`src/rtl/gate_settle_sequencer.sv`:
```
// Drives one stimulus vector onto the OR/AND gate cell, waits for the gates to
// settle, then samples the cell outputs and checks them against {c|d, b&c}.
`timescale 1ns/1ps
module gate_settle_sequencer #(
  parameter int SETTLE_CYCLES = 4,
  parameter int ERR_W         = 8
) (
  input  logic             clk,
  input  logic             rst_n,
  input  logic             vec_valid,
  output logic             vec_ready,
  input  logic [2:0]       vec_data,
  input  logic             abort,
  output logic             dut_b,
  output logic             dut_c,
  output logic             dut_d,
  input  logic             dut_a,
  input  logic             dut_e,
  output logic             res_valid,
  input  logic             res_ready,
  output logic [1:0]       res_data,
  output logic             res_mismatch,
  output logic [ERR_W-1:0] err_cnt,
  input  logic             clr_err
);

  typedef enum logic [1:0] {IDLE, SETTLE, CAPTURE, REPORT} state_t;

  localparam logic [3:0] CNT_LOAD = 4'(SETTLE_CYCLES - 1);

  state_t     state;
  state_t     state_nxt;
  logic [3:0] cnt;
  logic [1:0] exp_val;
  logic [1:0] sampled;
  logic       accept;
  logic       capture;
  logic       handshake;
  logic       mismatch;

  function automatic logic [ERR_W-1:0] sat_inc(input logic [ERR_W-1:0] val);
    if (val == {ERR_W{1'b1}}) return val;
    return val + 1'b1;
  endfunction

  assign vec_ready = (state == IDLE);
  assign sampled   = {dut_a, dut_e};
  assign mismatch  = (sampled != exp_val);

  always_comb begin
    state_nxt = state;
    accept    = 1'b0;
    capture   = 1'b0;
    handshake = 1'b0;
    case (state)
      IDLE: begin
        if (vec_valid) begin
          accept    = 1'b1;
          state_nxt = SETTLE;
        end
      end
      SETTLE: begin
        if (abort) state_nxt = IDLE;
        else if (cnt == 4'd0) state_nxt = CAPTURE;
      end
      CAPTURE: begin
        // An abort landing on the capture edge wins: nothing is reported.
        if (abort) state_nxt = IDLE;
        else begin
          capture   = 1'b1;
          state_nxt = REPORT;
        end
      end
      REPORT: begin
        if (res_ready) begin
          handshake = 1'b1;
          state_nxt = IDLE;
        end
      end
      default: state_nxt = IDLE;
    endcase
  end

  always_ff @(posedge clk or negedge rst_n) begin
    if (!rst_n) begin
      state <= IDLE;
    end else begin
      state <= state_nxt;
    end
  end

  always_ff @(posedge clk or negedge rst_n) begin
    if (!rst_n) begin
      cnt     <= 4'd0;
      exp_val <= 2'b00;
      dut_b   <= 1'b0;
      dut_c   <= 1'b0;
      dut_d   <= 1'b0;
    end else if (accept) begin
      {dut_b, dut_c, dut_d} <= vec_data;
      exp_val               <= {vec_data[1] | vec_data[0], vec_data[2] & vec_data[1]};
      cnt                   <= CNT_LOAD;
    end else if (state == SETTLE && !abort && cnt != 4'd0) begin
      cnt <= cnt - 4'd1;
    end
  end

  always_ff @(posedge clk or negedge rst_n) begin
    if (!rst_n) begin
      res_valid    <= 1'b0;
      res_data     <= 2'b00;
      res_mismatch <= 1'b0;
    end else if (capture) begin
      res_valid    <= 1'b1;
      res_data     <= sampled;
      res_mismatch <= mismatch;
    end else if (handshake) begin
      res_valid <= 1'b0;
    end
  end

  always_ff @(posedge clk or negedge rst_n) begin
    if (!rst_n) begin
      err_cnt <= '0;
    end else if (clr_err) begin
      err_cnt <= '0;
    end else if (capture && mismatch) begin
      err_cnt <= sat_inc(err_cnt);
    end
  end

endmodule

```
`config.mk`:
```
export PLATFORM = sky130hd
export DESIGN_NAME = gate_settle_sequencer
export DESIGN_NICKNAME = d
export VERILOG_FILES = /design/src/rtl/gate_settle_sequencer.sv
export SDC_FILE = /design/constraint.sdc
export NUM_CORES = 1
export LEC_CHECK = 0
export CAP_MARGIN = 20
export CELL_PAD_IN_SITES_DETAIL_PLACEMENT = 1
export CELL_PAD_IN_SITES_GLOBAL_PLACEMENT = 1
export CORE_UTILIZATION = 50
export DETAILED_ROUTE_END_ITERATION = 8
export DONT_BUFFER_PORTS = 1
export PLACE_DENSITY_LB_ADDON = 0.1
export SYNTH_ARGS = -nofsm -noshare
export SYNTH_HDL_FRONTEND = slang
export SYNTH_SLANG_ARGS = --single-unit
```
`constraint.sdc`:
```
create_clock -name clk -period 4.8 [get_ports clk]
set_input_delay 0.24 -clock clk [delete_from_list [all_inputs] [get_ports clk]]
set_output_delay 0.24 -clock clk [all_outputs]
set_load 0.01 [all_outputs]
```
==> impl_metrics.env <==
export IMPL_powerDensity_mw_per_mm2=469.9
export IMPL_end_kind="flip-flop"
export IMPL_clock_latency_ns=0.33
export IMPL_synth_compound_area_share=0.1538
export IMPL_fin_ws_ns=2.833
export IMPL_gr_usage_all_layers=0.2314
export IMPL_yosys_top_cells_area="dfrtp_1 51%, mux2_2 5.0%, nand2_1 5.0%, a21oi_1 4.0%, ha_1 3.3%"
export IMPL_cap_violations=0
export IMPL_antenna_cells=0
export IMPL_r2r_start="err_cnt[0]"
export IMPL_slew_viol_final=0
export IMPL_drt_iter0_drc=10
export IMPL_post_cts_resized=0
export IMPL_cts_tree="built"
export IMPL_dr_pass1_iters=4
export IMPL_synth_top_family_by_area="simple AND/OR/NAND/NOR gates"
export IMPL_vdd_drop_max_mv=0.2876
export IMPL_fp_row_count=16
export IMPL_routed_via_count=886
export IMPL_hold_end="exp_val[0]"
export IMPL_pre_cts_ws_ns=2.888
export IMPL_grt_pass1_vias=933
export IMPL_synth_most_common_cell="dfrtp_1"
export IMPL_wl_per_cell_um=17.54
export IMPL_io_buffers=0
export IMPL_clock_path_buffers=2
export IMPL_grt_max_degree=24
export IMPL_synth_seq_cells=23
export IMPL_clock_sinks=23
export IMPL_synth_xor_area_frac=0.03872
export IMPL_drtAntennaViolNets=0
export IMPL_grt_pass1_wl_um=4229
export IMPL_fp_coreArea_mm2=0.002042
export IMPL_criticalPathCategory="flip-flop to flip-flop"
export IMPL_dieArea_mm2=0.002456
export IMPL_synth_cells_most_frequent="23 x dfrtp_1, 15 x nand2_1, 9 x a21oi_1"
export IMPL_synth_cell_types=31
export IMPL_synth_area_mm2=0.001131
export IMPL_areaGrowthSynthToFinish_pct=9.070
export IMPL_fin_crit_sh=0.4097
export IMPL_hold_path_startpoint="vec_data[1]"
export IMPL_period_needed_ns=1.967
export IMPL_synthMuxAreaShare=0.05863
export IMPL_initial_core_util=0.5539
export IMPL_r2r_end="err_cnt[5]"
export IMPL_gp_congestion=0.7902
export IMPL_rsz0062_at_grt="false"
export IMPL_finalSetupViolations=0
export IMPL_finalWirelength_um=2490
export IMPL_die_w_um=49.56
export IMPL_io_pins=27
export IMPL_whs_ns=0.03251
export IMPL_nets=130
export IMPL_yosysTopAreaCellShare=0.5088
export IMPL_grt_overflow=0
export IMPL_cp_max_fo=6
export IMPL_yosysTopAreaCell="dfrtp_1"
export IMPL_hpwlAfterDp_um=1732
export IMPL_ctsRootBufferMaster="clkbuf_4"
export IMPL_syn_nets=124
export IMPL_viasPerCell=6.239
export IMPL_synthAdderAreaFrac=0.03319
export IMPL_r2r_slack_ns=2.83
export IMPL_fin_skew_ns=0.001529
export IMPL_ys_flop_type="dfrtp_1"
export IMPL_cts_hold_repair_buffers=3
export IMPL_yosysSeqAreaShare=0.5088
export IMPL_finalHoldViolCount=0
export IMPL_crit_path_start_kind="flip-flop"
export IMPL_synth_async_sr_flop_share=1.000
export IMPL_cp_arrival_ns=2.23
export IMPL_die_h_um=49.56
export IMPL_htree_num_levels=1
export IMPL_drc=0
export IMPL_synth_edff_count=0
export IMPL_drive_gt1_frac=0.1130
export IMPL_setup_tns_final_ns=0
export IMPL_ys_warn_count=0
export IMPL_path_clk_slew_ns=0.13
export IMPL_reg2regPathDepth=5
export IMPL_worstHoldPathCells=2
export IMPL_cp_required_ns=5.06
export IMPL_status="completed"
export IMPL_hold_path_class="input port to flip-flop"
export IMPL_tightestPinTransition_ns=0.5938
export IMPL_max_freq_ghz=0.5085
export IMPL_leakagePower_nw=0.5373
export IMPL_antenna_found_initial=0
export IMPL_synthCells=110
export IMPL_synthSimpleGateAreaFrac=0.1692
export IMPL_synth_area_per_cell_um2=10.28
export IMPL_slew_headroom=0.6033
export IMPL_cts_buffers=3
export IMPL_cts_setup_buffers=0
routing by layer:
| metal | up-vias | wire, µm | track usage |
|---|---|---|---|
| met2 | 25 | 1337 | 0.4077 |
| met3 | 5 | 132 | 0.06790 |
| met5 | - | 0 | 0 |
| li1 | 407 | - | - |
| met1 | 449 | 982 | 0.2575 |
| met4 | 0 | 38 | 0.09524 |
cells in the final DEF, fill, tap and decap left out, drive strengths merged, types with 3 or more instances in the layout:
| cell | n |
|---|---|
| inv | 7 |
| o21ai | 8 |
| clkbuf | 3 |
| dlygate4sd3 | 3 |
| nand3 | 4 |
| dfrtp | 23 |
| a21oi | 9 |
| xor2 | 4 |
| nand2 | 15 |
| mux2 | 5 |
| nor2 | 4 |
| o41ai | 3 |
| ha | 3 |
| or4 | 3 |
critical path, cell delays in order (launching register included):
cell     delay, ns
dfrtp_1       0.48
ha_1          0.25
nand3_1       0.20
o21ai_0       0.27
or4_1         0.53
a21oi_1       0.16
power breakdown:
part / internal, mW / switching (mW) / leakage [nW]
clock: 0.0314 / 0.0651 / 0.0177
combinational: 0.0751 / 0.0878 / 0.229
sequential: 0.252 / 0.0682 / 0.290
total: 0.359 / 0.221 / 0.537
cell families (layout without fill, tap and decap cells):
logic type / count (synthesis) / in the layout
compound gates: 27 / 27
xor+xnor: 5 / 5
fa+ha+maj: 3 / 3
buf+inv: 10 / 15
flops: 23 / 23
mux: 6 / 6
simple gates: 36 / 36
metrics by stage:
stage          instance area, µm²  cells  power (mW)    util
2_1_floorplan                1131    110      0.4446       -
3_3_place_gp                 1149    134      0.4674  0.5625
3_5_place_dp                 1149    134      0.4786  0.5625
4_1_cts                      1206    141      0.5776  0.5907
5_1_grt                      1234    142      0.6207  0.6042
6_report                     1234    142      0.5797  0.6042
worst max path at each step:
stage / slack, ns / from / to / cells past startpoint
after CTS: 2.86 / err_cnt[0] / err_cnt[5] / 5
after global routing: 2.77 / err_cnt[0] / err_cnt[5] / 5
final: 2.83 / err_cnt[0] / err_cnt[5] / 5
after global placement: 2.96 / err_cnt[0] / err_cnt[5] / 5
after detailed placement: 2.89 / err_cnt[0] / err_cnt[5] / 5
after floorplan: 3.14 / err_cnt[0] / err_cnt[5] / 5
registers in the layout, indices dropped and copies added, names as in the netlist:
register and flops:
err_cnt 8, cnt 4, exp_val 2, res_data 2, state 2, dut_b 1, dut_c 1, dut_d 1
res_mismatch 1, res_valid 1
layout make-up:
class                      instances  area [µm²]
fill                             230       808.3
sequential                        23       575.6
multi-input combinational         77       513.0
timing repair buffer               4       57.56
tap                               27       33.78
inverter                           7       26.28
clock buffer                       3       22.52
clock inverter                     1       5.005
(Power assumes the default switching activity.)
